--- src/rtl/atm_pkg.sv ---
// atm_pkg: shared FSM state encoding, op codes and error codes for the ATM session controller
package atm_pkg;
   localparam logic [2:0] IDLE     = 3'd0;
   localparam logic [2:0] LOAD     = 3'd1;
   localparam logic [2:0] PSW_WAIT = 3'd2;
   localparam logic [2:0] MENU     = 3'd3;
   localparam logic [2:0] EXEC     = 3'd4;
   localparam logic [2:0] WRITE    = 3'd5;
   localparam logic [2:0] EJECT    = 3'd6;
   localparam logic [1:0] OP_BAL   = 2'd0;
   localparam logic [1:0] OP_WD    = 2'd1;
   localparam logic [1:0] OP_DEP   = 2'd2;
   localparam logic [1:0] OP_EXIT  = 2'd3;
   localparam logic [1:0] ERR_NONE  = 2'd0;
   localparam logic [1:0] ERR_PSW   = 2'd1;
   localparam logic [1:0] ERR_FUNDS = 2'd2;
   localparam logic [1:0] ERR_OVF   = 2'd3;
endpackage

--- src/rtl/atm_timeout_cnt.sv ---
// atm_timeout_cnt: idle cycle counter that raises expired after limit enabled cycles without a clear
module atm_timeout_cnt #(
   parameter int limit = 1000
) (
   input  logic clk,
   input  logic rst,
   input  logic clear,
   input  logic enable,
   output logic expired
);
   localparam int w = $clog2(limit + 1);
   logic [w-1:0] cnt;
   assign expired = cnt == w'(limit);
   always_ff @(posedge clk or negedge rst)
      if (!rst) cnt <= '0;
      else if (clear || !enable) cnt <= '0;
      else if (!expired) cnt <= cnt + 1'b1;
endmodule

--- src/rtl/atm_session_ctrl.sv ---
// atm_session_ctrl: card/PIN session FSM with account read/write handshakes, lockout and idle timeout
module atm_session_ctrl
   import atm_pkg::*;
#(
   parameter int card_width     = 6,
   parameter int password_width = 16,
   parameter int balance_width  = 20,
   parameter int users_num      = 10,
   parameter int max_tries      = 3,
   parameter int timeout_cycles = 1000
) (
   input  logic                      clk,
   input  logic                      rst,
   input  logic                      card_in,
   input  logic [card_width-1:0]     card_number,
   input  logic                      psw_valid,
   input  logic [password_width-1:0] password_input,
   input  logic                      op_req,
   input  logic [1:0]                op_code,
   input  logic [balance_width-1:0]  amount,
   output logic [card_width-1:0]     acct_sel,
   output logic                      acct_rd,
   input  logic                      acct_rd_ack,
   input  logic [password_width-1:0] acct_password,
   input  logic [balance_width-1:0]  acct_balance,
   output logic                      acct_wr,
   output logic [balance_width-1:0]  acct_wr_data,
   input  logic                      acct_wr_ack,
   output logic [balance_width-1:0]  balance,
   output logic                      op_done,
   output logic                      op_err,
   output logic [1:0]                err_code,
   output logic                      card_eject,
   output logic                      busy,
   output logic                      locked
);
   localparam int tw = $clog2(max_tries + 1);
   logic [2:0]                state, prev_state;
   logic [tw-1:0]             tries;
   logic [users_num-1:0]      lock_map;
   logic [password_width-1:0] psw_q;
   logic [balance_width-1:0]  cap_bal, amt_q, new_bal;
   logic [1:0]                op_q;
   logic [balance_width:0]    sum;
   logic                      expired, card_locked;
   assign busy         = state != IDLE;
   assign acct_wr_data = new_bal;
   assign sum          = {1'b0, balance} + {1'b0, amt_q};
   assign card_locked  = |(lock_map & (users_num'(1) << card_number));
   // state != prev_state restarts the idle count on every state entry
   atm_timeout_cnt #(.limit(timeout_cycles)) u_tmo (
      .clk     (clk),
      .rst     (rst),
      .clear   (psw_valid || op_req || state != prev_state),
      .enable  (state == PSW_WAIT || state == MENU),
      .expired (expired)
   );
   always_ff @(posedge clk or negedge rst)
      if (!rst) begin
         state      <= IDLE;
         prev_state <= IDLE;
         tries      <= '0;
         lock_map   <= '0;
         psw_q      <= '0;
         cap_bal    <= '0;
         amt_q      <= '0;
         new_bal    <= '0;
         op_q       <= OP_BAL;
         acct_sel   <= '0;
         acct_rd    <= 1'b0;
         acct_wr    <= 1'b0;
         balance    <= '0;
         op_done    <= 1'b0;
         op_err     <= 1'b0;
         err_code   <= ERR_NONE;
         card_eject <= 1'b0;
         locked     <= 1'b0;
      end else begin
         prev_state <= state;
         acct_rd    <= 1'b0;
         acct_wr    <= 1'b0;
         op_done    <= 1'b0;
         op_err     <= 1'b0;
         card_eject <= 1'b0;
         locked     <= 1'b0;
         case (state)
            IDLE:
               if (card_in) begin
                  if (card_number >= card_width'(users_num)) begin
                     op_err     <= 1'b1;
                     err_code   <= ERR_OVF;
                     card_eject <= 1'b1;
                  end else if (card_locked) begin
                     locked     <= 1'b1;
                     card_eject <= 1'b1;
                  end else begin
                     acct_sel <= card_number;
                     tries    <= '0;
                     acct_rd  <= 1'b1;
                     state    <= LOAD;
                  end
               end
            LOAD:
               if (acct_rd_ack) begin
                  psw_q   <= acct_password;
                  cap_bal <= acct_balance;
                  state   <= PSW_WAIT;
               end
            PSW_WAIT:
               if (psw_valid) begin
                  if (password_input == psw_q) begin
                     balance <= cap_bal;
                     state   <= MENU;
                  end else begin
                     tries    <= tries + 1'b1;
                     op_err   <= 1'b1;
                     err_code <= ERR_PSW;
                     if (tries == tw'(max_tries - 1)) begin
                        lock_map   <= lock_map | (users_num'(1) << acct_sel);
                        card_eject <= 1'b1;
                        state      <= EJECT;
                     end
                  end
               end else if (expired) begin
                  card_eject <= 1'b1;
                  state      <= EJECT;
               end
            MENU:
               if (op_req) begin
                  op_q       <= op_code;
                  amt_q      <= amount;
                  card_eject <= op_code == OP_EXIT;
                  state      <= op_code == OP_EXIT ? EJECT : EXEC;
               end else if (expired) begin
                  card_eject <= 1'b1;
                  state      <= EJECT;
               end
            EXEC: begin
               state <= MENU;
               case (op_q)
                  OP_BAL: op_done <= 1'b1;
                  OP_WD:
                     if (amt_q > balance) begin
                        op_err   <= 1'b1;
                        err_code <= ERR_FUNDS;
                     end else begin
                        new_bal <= balance - amt_q;
                        acct_wr <= 1'b1;
                        state   <= WRITE;
                     end
                  OP_DEP:
                     if (sum[balance_width]) begin
                        op_err   <= 1'b1;
                        err_code <= ERR_OVF;
                     end else begin
                        new_bal <= sum[balance_width-1:0];
                        acct_wr <= 1'b1;
                        state   <= WRITE;
                     end
                  default: state <= MENU;
               endcase
            end
            WRITE:
               if (acct_wr_ack) begin
                  balance <= new_bal;
                  op_done <= 1'b1;
                  state   <= MENU;
               end
            EJECT: begin
               balance <= '0;
               state   <= IDLE;
            end
            default: state <= IDLE;
         endcase
      end
endmodule

--- config.mk ---
export PLATFORM = sky130hd
export DESIGN_NAME = atm_session_ctrl
export DESIGN_NICKNAME = d
export VERILOG_FILES = /design/src/rtl/atm_pkg.sv /design/src/rtl/atm_timeout_cnt.sv /design/src/rtl/atm_session_ctrl.sv
export SDC_FILE = /design/constraint.sdc
export NUM_CORES = 1
export LEC_CHECK = 0
export CAP_MARGIN = 15
export CORE_UTILIZATION = 30
export DETAILED_ROUTE_END_ITERATION = 8
export DONT_BUFFER_PORTS = 1
export PLACE_DENSITY = 0.52
export SLEW_MARGIN = 20
export SYNTH_ARGS = -nofsm -noshare
export SYNTH_HDL_FRONTEND = slang
export SYNTH_SLANG_ARGS = --single-unit
--- constraint.sdc ---
create_clock -name clk -period 5.5 [get_ports clk]
set_clock_uncertainty 0.2 [all_clocks]
set_input_delay 0.55 -clock clk [delete_from_list [all_inputs] [get_ports clk]]
set_output_delay 0.55 -clock clk [all_outputs]
set_load 0.02 [all_outputs]
Word-level counts from Yosys, hierarchy flattened
Cells that the tools add are included.
{ "word_totals": {"mem_bits_ro": 0, "n_memories": 0, "latch_bits": 0, "reg_bits": 140, "mem_bits_rw": 0} }
{ "op_classes": {"eq_ne": 29, "add_sub_neg": 4, "multipliers": 0, "shifts": 2, "order_cmp": 2, "reduce_logical": 22, "muxes": 69, "bitwise": 5, "n_div": 0} }
{ "op_table": {"columns": ["cell", "n"], "rows": [
  ["2-to-1 mux 20 bit", 5],
  ["one-hot mux 20 bit (3 select lines)", 1],
  ["one-hot mux 20 bit (2 select lines)", 1],
  ["2-to-1 mux 3 bit", 12],
  ["2-to-1 mux 1 bit", 26],
  ["2-to-1 mux 2 bit", 12],
  ["adder 20 x 20 -> 21 bit", 1],
  ["greater-than comparator 20 bit", 1],
  ["2-to-1 mux 10 bit", 2],
  ["inequality test 2 bit (second input constant)", 10],
  ["<< shifter 1 x 6 -> 10 bit (first input constant)", 2],
  ["subtractor 20 bit", 1],
  ["one-hot mux 3 bit (6 select lines)", 1],
  ["== test 16 bit", 1],
  ["AND reduction 4 bit", 4],
  ["AND reduction 6 bit", 2],
  ["adder 10 x 1 -> 10 bit (second input constant)", 1],
  ["bitwise AND 10 bit", 1],
  ["== test 10 bit (second input constant)", 1],
  ["OR 10 bit", 1],
  ["OR reduction 10 bit", 1],
  ["== test 3 bit (second input constant)", 3],
  ["nonzero test 3 bit", 3],
  ["one-hot mux 2 bit (2 select lines)", 2],
  ["23 further kinds", 38]
]} }

Logic depth before layout (Yosys ltp)
Gate-level depths: netlist of the first run.
{ "depth": {"ltp_word": 7, "ltp_mapped": 12} }

Cells and area by module
Synthesis of the first run repeated with hierarchy kept, for this count alone.
{ "hier_totals": {"hier_cells": 825, "hier_area_um2": 8428.1} }
{ "by_module_without_submodules": {"columns": ["module", "instances", "area_per_inst_um2", "cells_per_inst"], "rows": [
  ["atm_session_ctrl", 1, 7857.5, 766],
  ["atm_timeout_cnt", 1, 570.5, 59]
]} }

Worst setup path before layout of the first run
Ideal clock, no wire load.
{ "synth_timing": {"path_kind": "register to register", "start": "register balance[0]", "end": "register new_bal[6], in the netlist acct_wr_data[6]", "t_arrival_ps": 2750, "setup_time_ps": 127, "setup_slack_ps": 2423, "path_stages_with_launch": 11, "cell_sequence": "dfrtp_1 > inv_1 > ha_1 > fa_1 > nand2b_1 > a211oi_2 > o21bai_1 > o21ai_0 > a21boi_2 > a221oi_2 > mux2_1"} }
{ "synth_between": {"elab_chain_cells": 3, "word_cells_on_any_way": 9, "classes_between": "add/sub: 2; order compare: 1; eq/ne: 2; mux: 3; reduce/logical: 1"} }
{ "synth_lines": {"columns": ["item", "line", "text"], "rows": [
  ["start, declared", "atm_session_ctrl.sv:29", "output logic [balance_width-1:0] balance,"],
  ["start signal, assigned", "atm_session_ctrl.sv:112", "balance <= cap_bal;"],
  ["start signal, assigned", "atm_session_ctrl.sv:165", "balance <= new_bal;"],
  ["adder 20 x 20 -> 21 bit (tied with other cells)", "atm_session_ctrl.sv:48", "assign sum = {1'b0, balance} + {1'b0, amt_q};"],
  ["inequality test 2 bit (no line) (tied with other cells)", null, null],
  ["AND reduction 4 bit (no line) / one-hot mux 20 bit (2 select lines) (equally long branches)", null, null],
  ["end signal, assigned", "atm_session_ctrl.sv:147", "new_bal <= balance - amt_q;"],
  ["end signal, assigned", "atm_session_ctrl.sv:156", "new_bal <= sum[balance_width-1:0];"],
  ["end, declared", "atm_session_ctrl.sv:42", "logic [balance_width-1:0] cap_bal, amt_q, new_bal;"]
]} }
Parallel ways exist; a longest one is shown, timed or not. The select of a mux whose other input is x is not followed.
A chain may end at the register's enable or synchronous reset.

Worst setup path after layout of the first run
{ "layout_timing": {"start": "register balance[0]", "end": "register new_bal[13], in the netlist acct_wr_data[13]"} }
Same word-level chain as after synthesis.

==> results of run 1 <==
-- worst register-to-register path, stage by stage (launching register included) --
cell	delay, ns
dfrtp_1	0.49
inv_1	0.10
ha_1	0.23
fa_1	0.41
nand2b_1	0.21
a211oi_2	0.25
o21bai_1	0.19
o21ai_0	0.31
a21boi_2	0.17
a221o_2	0.67
nand2_1	0.20
o21ai_2	0.06
-- where the power goes --
part | internal [µW] | switching (µW)
Sequential | 1380 | 509
Combinational | 1150 | 1470
Clock | 759 | 483
Total | 3290 | 2460
-- cells in the final DEF (no fill, tap or decap), types with 5 or more instances in the layout --
cell type    n
nor4_1       8
clkbuf_16   17
nor2_1      47
ha_1        46
o31ai_1      5
o211ai_1     5
o21ai_2     14
a21o_1       9
a22oi_1     21
nand2b_1     8
mux2_2      64
a31oi_1      8
xnor2_1     18
o21a_1       8
a31o_2       5
xor2_1      23
a21oi_1     44
nand3_1     13
dfrtp_1    140
o21ai_0     43
nand2_1     58
o21ai_1      5
nor2b_1      9
and3_1       6
inv_1       50
o221ai_1     5
nor3_1      14
-- logic make-up (layout without fill, tap and decap cells) --
kind of cell	count (synthesis)	in the layout	share of synthesized area [%]
XOR/XNOR	41	41	4.40
AND/OR/NAND/NOR	191	191	11.4
AO/OA/AOI/OAI	217	217	18.7
flip-flops	140	140	42.9
multiplexers	71	71	10.0
buffers and inverters	88	90	4.97
adder cells (fa/ha/maj)	48	48	7.54
other	0	1	0
-- sequential cells by signal (all words and copies together) (netlist names), 3 cells and up --
register      cells
balance          20
psw_q            16
acct_sel          6
u_tmo.cnt        10
state             3
amt_q            20
lock_map         10
prev_state        3
acct_wr_data     20
cap_bal          20
-- layer usage --
layer | vias to the layer above | GRT usage, % | share of wire [%] | routed length (µm)
met5 | - | 0 | 0.057 | 12
met4 | 2 | 4.83 | 1.0 | 218
met3 | 14 | 5.16 | 6.3 | 1320
met2 | 145 | 24.7 | 47 | 9900
met1 | 2888 | 20.5 | 46 | 9650
li1 | 2844 | - | - | -
-- repair_timing --
| action | CTS | global route |
|---|---|---|
| hold buffers | 2 | 0 |
| endpoints found under the hold margin | 140 | 0 |
| resized for setup | 0 | 0 |
-- worst min path at each step --
stage,from,to
final,acct_balance[18],cap_bal[18]
after global placement,rst,acct_sel[0]
after floorplan,rst,acct_rd
after detailed placement,rst,acct_sel[5]
after CTS,acct_balance[18],cap_bal[18]
after global routing,acct_password[4],psw_q[4]
-- metrics by stage --
step	hold WS, ns	utilization [%]	area [µm²]
CTS	0.0342	33.9	9080
detailed placement	0.0603	31.4	8420
floorplan	0.0544	-	8160
global placement	0.0596	31.4	8420
global route	0.0317	33.9	9080
finish	0.0613	33.9	9080
-- final cells by class --
type | count | area (µm²)
antenna | 1 | 2.50
clock buffer | 17 | 425
clock inverter | 14 | 195
fill | 2702 | 17700
inverter | 53 | 199
multi-input combinational | 568 | 4260
sequential | 140 | 3500
tap | 341 | 427
timing repair buffer | 6 | 67.6
==> results.py, run 1 <==
metrics = {
    "cts": {
        "clk_latency_ns": 0.43,
        "cts_tree": "done",
        "clkSinkCount": 140,
        "path_clk_slew_ns": 0.07,
        "cts_inserted_buffers": 17,
        "root_buffer": "clkbuf_16",
        "cts_buffer_depth": 2,
        "h-tree-depth": 4,
        "cts_setup_buffers": 0,
    },
    "place": {
        "io_buffer_count": 0,
        "dp.cells": 1106,
        "dp_hpwl_um": 14800,
        "pre_cts_ws_ns": 1.87,
        "place_congestion": 0.865,
    },
    "synth": {
        "seq_area_frac_synth_pct": 42.9,
        "netlist.area_leader.share_pct": 42.9,
        "synth_edf_count": 0,
        "synth.cell_area_um2": 8160,
        "synth_area_leaders": "dfrtp_1 (43%), mux2_2 (8.8%), ha_1 (7.1%)",
        "synth_top_area_cell": "dfrtp_1",
        "syn-num-nets": 931,
        "ys_async_sr_fraction_pct": 100,
        "ys_ff_latch": 140,
        "synth_area_per_cell_um2": 10.3,
        "synth_ff_type": "dfrtp_1",
        "synth_most_common_cell": "dfrtp_1",
        "syn_inst": 796,
        "synthDistinctLibCells": 80,
        "synth_commonest_cells": "dfrtp_1 (140), mux2_2 (64), nand2_1 (58)",
        "synth_warnings": 0,
    },
    "setup_path": {
        "startpoint_type": "register",
        "worst_path_max_delay_cell": "a221o_2",
        "rrSetupSlack_ns": 1.87,
        "cp.required_ns": 5.58,
        "cp.buffers_inverters": 1,
        "startpoint": "balance[0]",
        "critPathMaxFanout": 34,
        "rr_worst_depth": 11,
        "cp.arrival_ns": 3.71,
        "crit_family": "compound AO/OA/AOI/OAI gates",
        "path_depth": 11,
        "reg2reg_to": "acct_wr_data[13]",
        "setup.worst_path.end_class": "register",
        "critical_path.endpoint": "acct_wr_data[13]",
        "path_class": "register to register",
        "crit_chain": "inv_1 > ha_1 > fa_1 > nand2b_1 > a211oi_2 > o21bai_1 > o21ai_0 > a21boi_2 > a221o_2 > nand2_1 > o21ai_2",
        "r2r-start": "balance[0]",
        "critical_path.max_stage_delay_ns": 0.67,
    },
    "outcome": {
        "status": "complete, no violations",
    },
    "floorplanning": {
        "row_count": 60,
        "start_util_pct": 30.5,
        "coreArea_um2": 26800,
        "die_area_um2": 27900,
        "die_h_um": 167,
        "die_w_um": 167,
        "pin_count": 142,
    },
    "global_route": {
        "grt_usage_pct": 15.8,
        "grt_start_max_net_pins": 141,
        "antenna_found_initial": 3,
        "first_global_vias": 5917,
        "grt_overflow": 0,
        "grt_pass1_wl_um": 34100,
    },
    "timing": {
        "fin_crit_ns": 3.63,
        "fmax_ghz": 0.275,
        "worst_pin_slew_ns": 1.04,
        "tns_ns": 0,
        "finalSetupViolations": 0,
        "post-route-period-util_pct": 66.0,
        "worst_slack_ns": 1.87,
        "drv_slew": 0,
        "hold_viol": 0,
        "max-slew-margin-rel_pct": 30.4,
        "rsz0062_at_grt": "false",
    },
    "worst_hold_path": {
        "hold_path_class": "input pin to register",
        "holdPathStages": 1,
    },
    "cells_and_area": {
        "layout.nets": 921,
        "drive_gt1_share_pct": 18.3,
        "finalNonFillerCells": 1140,
        "syn2layout_area_growth_pct": 11.3,
    },
    "route": {
        "viasPerCell": 5.17,
        "dr.pass1.iters": 5,
        "ant_nets": 0,
        "post-route-drc-count": 0,
        "drt_iter0_drc": 364,
        "vias": 5893,
        "finalWirelength_um": 21100,
        "routedWlPerCell_um": 18.5,
    },
    "power": {
        "cellPowerDensity_nw_per_um2": 633,
        "finalPower_uw": 5750,
        "p_leak_uw": 0.00406,
        "vdd_drop_max_mv": 0.240,
    },
    "flow_run": {
        "max_cap_viol_count": 0,
    },
}
(Power assumes the default switching activity.)
==> run 2: changes to the inputs <==
clock period = 3.5 ns   (was 5.5 ns; I/O delays follow)
==> run 2 against run 1 <==
Effect of this change: the run now ends with hold timing left; sequential power up 49%; final cell count rose by 7.7%; die area is the same; first-iteration DRC count fell by 12%; combinational power is 71% higher; critical path type unchanged.
==> results.py, run 2 (synthesis gave the netlist of run 1 again) <==
metrics = {
    "route": {
        "viasPerCell": 5.13,
        "routedWlPerCell_um": 18.2,
        "post-route-drc-count": 0,
        "finalWirelength_um": 22400,
        "vias": 6299,
        "ant_nets": 0,
        "dr.pass1.iters": 5,
        "drt_iter0_drc": 319,
    },
    "setup_path": {
        "worst_path_max_delay_cell": "fa_1",
        "critPathMaxFanout": 4,
        "startpoint_type": "register",
        "path_class": "register to register",
        "r2r-start": "balance[0]",
        "cp.buffers_inverters": 1,
        "crit_chain": "ha_1 > fa_1 > nand2b_1 > a2111oi_1 > o31a_1 > o21ai_2 > a41oi_2 > buf_4 > a221oi_4 > mux2_1",
        "setup.worst_path.end_class": "register",
        "rrSetupSlack_ns": 0.13,
        "crit_family": "compound AO/OA/AOI/OAI gates",
        "cp.required_ns": 3.61,
        "critical_path.max_stage_delay_ns": 0.41,
        "reg2reg_to": "acct_wr_data[6]",
        "cp.arrival_ns": 3.48,
        "rr_worst_depth": 10,
    },
    "cells_and_area": {
        "syn2layout_area_growth_pct": 21.3,
        "fillerInstances": 2633,
        "drive_gt1_share_pct": 19.2,
        "final_cell_mix": "dfrtp_1 (140), dlygate4sd3_1 (65), mux2_2 (64)",
        "finalNonFillerCells": 1228,
        "layout.nets": 1008,
        "final_common_cell": "dfrtp_1",
    },
    "flow_run": {
        "max_cap_viol_count": 0,
    },
    "timing": {
        "worst_pin_slew_ns": 0.982,
        "max-slew-margin-rel_pct": 34.5,
        "fmax_ghz": 0.296,
        "finalSetupViolations": 0,
        "worst_slack_ns": 0.127,
        "drv_slew": 0,
        "post-route-period-util_pct": 96.4,
        "fin_crit_ns": 3.37,
        "tns_ns": 0,
        "hold_viol": 140,
        "whs_ns": -0.590,
    },
    "cts": {
        "path_clk_slew_ns": 0.07,
        "h-tree-depth": 4,
        "root_buffer": "clkbuf_16",
        "cts_buffer_depth": 2,
        "clk_latency_ns": 0.43,
        "cts_hold_buffers": 65,
        "cts_inserted_buffers": 17,
        "clkSinkCount": 140,
        "cts_tree": "done",
    },
    "place": {
        "dp_hpwl_um": 15500,
        "dp.cells": 1127,
        "place_congestion": 0.855,
        "io_buffer_count": 0,
        "pre_cts_ws_ns": 0.0149,
    },
    "outcome": {
        "violations": "hold timing",
        "status": "complete, but fails checks",
    },
    "floorplanning": {
        "coreArea_um2": 26800,
        "row_count": 60,
        "die_h_um": 167,
        "pin_count": 142,
        "start_util_pct": 30.5,
        "die_area_um2": 27900,
        "die_w_um": 167,
    },
    "power": {
        "cellPowerDensity_nw_per_um2": 928,
        "vdd_drop_max_mv": 0.330,
        "p_leak_uw": 0.00444,
        "finalPower_uw": 9190,
    },
    "global_route": {
        "grt_overflow": 0,
        "antenna_found_initial": 2,
        "grt_usage_pct": 16.4,
        "grt_pass1_wl_um": 35500,
        "grt_start_max_net_pins": 141,
        "first_global_vias": 6282,
    },
    "worst_hold_path": {
        "hold_path_class": "input pin to asynchronous set/reset pin",
    },
}
[run 2: cell count changes in the layout (fill, tap and decap cells not counted), sizes merged, moves of 2 or more]
cell,delta
inv,+3
bufinv,-2
buf,+22
dlygate4sd3,+64
[run 2: how the worst max path moves through the flow]
stage | start | end | slack [ns] | depth (start not counted)
2_1_floorplan | balance[0] | acct_wr_data[6] | 0.42 | 10
3_3_place_gp | balance[0] | acct_wr_data[5] | 0.13 | 10
3_5_place_dp | balance[0] | acct_wr_data[18] | 0.01 | 11
4_1_cts | balance[0] | acct_wr_data[8] | 0.001 | 11
5_1_grt | balance[0] | acct_wr_data[6] | -0.01 | 10
6_report | balance[0] | acct_wr_data[6] | 0.13 | 10
[run 2: repair_timing]
| action | CTS | global route |
|---|---|---|
| resized for setup | 0 | 4 |
| hold endpoints to repair | 205 | 140 |
| setup buffers | 0 | 2 |
| endpoints found under the setup margin | 0 | 18 |
[run 2: power breakdown]
part | internal, µW | leakage (µW) | switching, µW
registers | 2170 | 0.00182 | 651
clock network | 1080 | 0.000286 | 794
logic | 1980 | 0.00234 | 2510
total | 5240 | 0.00444 | 3950
[run 2: final cells by class]
cell class | count | area, µm² | area share (%)
sequential | 140 | 3500 | 35.4
antenna | 1 | 2.50 | 0.0253
timing repair buffer | 92 | 866 | 8.74
inverter | 53 | 199 | 2.01
multi-input combinational | 569 | 4310 | 43.5
clock inverter | 14 | 160 | 1.62
tap | 341 | 427 | 4.31
clock buffer | 18 | 439 | 4.44
[run 2: per-layer routing]
| layer | track usage (%) | routed length, µm | vias to the layer above | part of all wire, % |
|---|---|---|---|---|
| met1 | 21.1 | 10300 | 3088 | 46 |
| met2 | 26.3 | 10400 | 160 | 47 |
| li1 | - | - | 3026 | - |
| met3 | 5.30 | 1410 | 23 | 6.3 |
| met4 | 4.27 | 254 | 2 | 1.1 |
| met5 | 0 | 10 | - | 0.045 |
[run 2: through the flow]
| step | utilization, % | cell area (µm²) | hold slack, ns |
|---|---|---|---|
| 2_1_floorplan | - | 8160 | -0.146 |
| 3_3_place_gp | 32.1 | 8590 | -0.140 |
| 3_5_place_dp | 32.1 | 8590 | -0.140 |
| 4_1_cts | 36.7 | 9840 | -0.612 |
| 5_1_grt | 36.9 | 9900 | -0.618 |
| 6_report | 36.9 | 9900 | -0.590 |
==> run 3: changes to the inputs <==
CAP_MARGIN = default   (was 15)
SKIP_CTS_REPAIR_TIMING = 1   (was default)
==> run 3 against run 2 <==
Effect of this change: the flow still finishes with violations (hold timing); sequential cell count stayed put; critical path depth stayed put; sequential power hardly changed; final cell count hardly changed; combinational power hardly changed; via count hardly changed; global-route usage is 0.23 points lower; clock power hardly changed; worst setup slack worse by 0.011 ns; wire length hardly changed; utilization hardly changed; critical path type unchanged; largest cell class unchanged.
==> results.py, run 3 (synthesis gave the netlist of run 1 again) <==
metrics = {
    "timing": {
        "post-route-period-util_pct": 96.7,
        "fin_crit_ns": 3.38,
        "hold_viol": 140,
        "max-slew-margin-rel_pct": 35.2,
        "whs_ns": -0.587,
        "worst_slack_ns": 0.115,
        "finalSetupViolations": 0,
        "drv_slew": 0,
        "fmax_ghz": 0.295,
        "worst_pin_slew_ns": 0.972,
    },
    "cells_and_area": {
        "stdcell_area_um2": 9900,
        "finalNonFillerCells": 1227,
        "final_common_cell": "dfrtp_1",
        "layout.nets": 1008,
        "syn2layout_area_growth_pct": 21.3,
        "multi_input_area_um2": 4310,
        "diodes": 0,
        "final_cell_mix": "dfrtp_1 (140), dlygate4sd3_1 (65), mux2_2 (64)",
        "drive_gt1_share_pct": 19.2,
        "seqCellArea_um2": 3500,
        "fillerInstances": 2636,
    },
    "global_route": {
        "grt_start_max_net_pins": 141,
        "grt_overflow": 0,
        "first_global_vias": 6032,
        "antenna_found_initial": 0,
        "grt_pass1_wl_um": 34800,
        "grt_usage_pct": 16.1,
    },
    "floorplanning": {
        "pin_count": 142,
        "coreArea_um2": 26800,
        "die_h_um": 167,
        "start_util_pct": 30.5,
        "row_count": 60,
        "die_area_um2": 27900,
        "die_w_um": 167,
    },
    "setup_path": {
        "rr_worst_depth": 10,
        "critical_path.endpoint": "acct_wr_data[6]",
        "startpoint_type": "register",
        "path_class": "register to register",
        "setup.worst_path.end_class": "register",
        "cp.required_ns": 3.61,
        "startpoint": "balance[0]",
        "rrSetupSlack_ns": 0.12,
        "r2r-start": "balance[0]",
        "critPathMaxFanout": 4,
        "cp.arrival_ns": 3.49,
        "reg2reg_to": "acct_wr_data[6]",
    },
    "power": {
        "vdd_drop_max_mv": 0.327,
        "p_sw_uw": 3950,
        "cellPowerDensity_nw_per_um2": 928,
        "p_leak_uw": 0.00444,
        "pwr-share-clk_pct": 20.4,
        "p_seq_share_pct": 30.7,
        "switching_share_pct": 43.0,
        "comb_power_share_pct": 48.9,
        "p_int_uw": 5240,
    },
    "route": {
        "viasPerCell": 5.13,
        "finalWirelength_um": 22400,
        "routedWlPerCell_um": 18.2,
        "vias": 6293,
        "dr.pass1.iters": 4,
        "ant_nets": 0,
        "drt_iter0_drc": 336,
        "post-route-drc-count": 0,
    },
    "place": {
        "place_area_um2": 8590,
        "dp.cells": 1127,
        "io_buffer_count": 0,
        "pre_cts_ws_ns": 0.0149,
        "dp_hpwl_um": 15500,
        "place_congestion": 0.855,
    },
    "cts": {
        "clk_latency_ns": 0.43,
        "cts_buffer_depth": 2,
        "path_clk_slew_ns": 0.07,
        "clkSinkCount": 140,
        "cts_tree": "done",
        "h-tree-depth": 4,
        "cts_inserted_buffers": 17,
        "root_buffer": "clkbuf_16",
    },
    "outcome": {
        "violations": "hold timing",
        "status": "complete, but fails checks",
    },
    "worst_hold_path": {
        "hold_path_class": "input pin to asynchronous set/reset pin",
    },
    "flow_run": {
        "max_cap_viol_count": 0,
    },
}
==> run 3: cell count changes in the layout (fill, tap and decap cells not counted), sizes merged <==
cell,change
diode,-1
==> run 3: power groups by stage <==
stage	sequential [µW]	combinational (µW)	clock (µW)
CTS	2830	4390	1950
global placement	2850	4370	0
finish	2820	4490	1870
detailed placement	2860	4360	0
floorplan	2780	3450	0
global route	2910	5000	2010
==> run 3: worst max-delay path, stage by stage (launching register included) <==
cell and delay (ns):
dfrtp_1 0.40, ha_1 0.24, fa_1 0.41, nand2b_1 0.12, a2111oi_1 0.09, o31a_1 0.37, o21ai_2 0.26, a41oi_2 0.24
buf_4 0.22, a221oi_4 0.36, mux2_1 0.36
==> run 3: per-layer routing <==
metal	routed length, µm	GRT usage, %	up-vias
li1	-	-	3023
met2	10600	26.1	158
met4	189	4.15	0
met1	10100	20.6	3099
met3	1470	5.30	13
met5	0	0	-
==> run 3: per-stage QoR <==
stage	power, µW	util [%]	TNS (ns)
2_1_floorplan	6220	-	0
3_3_place_gp	7220	32.1	0
3_5_place_dp	7230	32.1	0
4_1_cts	9180	34.3	0
5_1_grt	9920	36.9	-0.0111
6_report	9190	36.9	0
==> run 3: layout make-up <==
| class | instances | area share, % |
|---|---|---|
| Clock buffer | 18 | 4.44 |
| Inverter | 53 | 2.01 |
| Clock inverter | 14 | 1.62 |
| Multi-Input combinational cell | 569 | 43.5 |
| Tap cell | 341 | 4.31 |
| Timing Repair Buffer | 92 | 8.75 |
| Sequential cell | 140 | 35.4 |
==> run 3: worst min path at each step <==
stage | from | end | slack [ns] | cells after the start
finish | rst | acct_sel[5] | -0.59 | 0
global route | rst | lock_map[7] | -0.62 | 0
CTS | rst | psw_q[2] | -0.61 | 0
detailed placement | rst | acct_sel[5] | -0.14 | 0
global placement | rst | acct_sel[0] | -0.14 | 0
floorplan | rst | acct_rd | -0.15 | 0
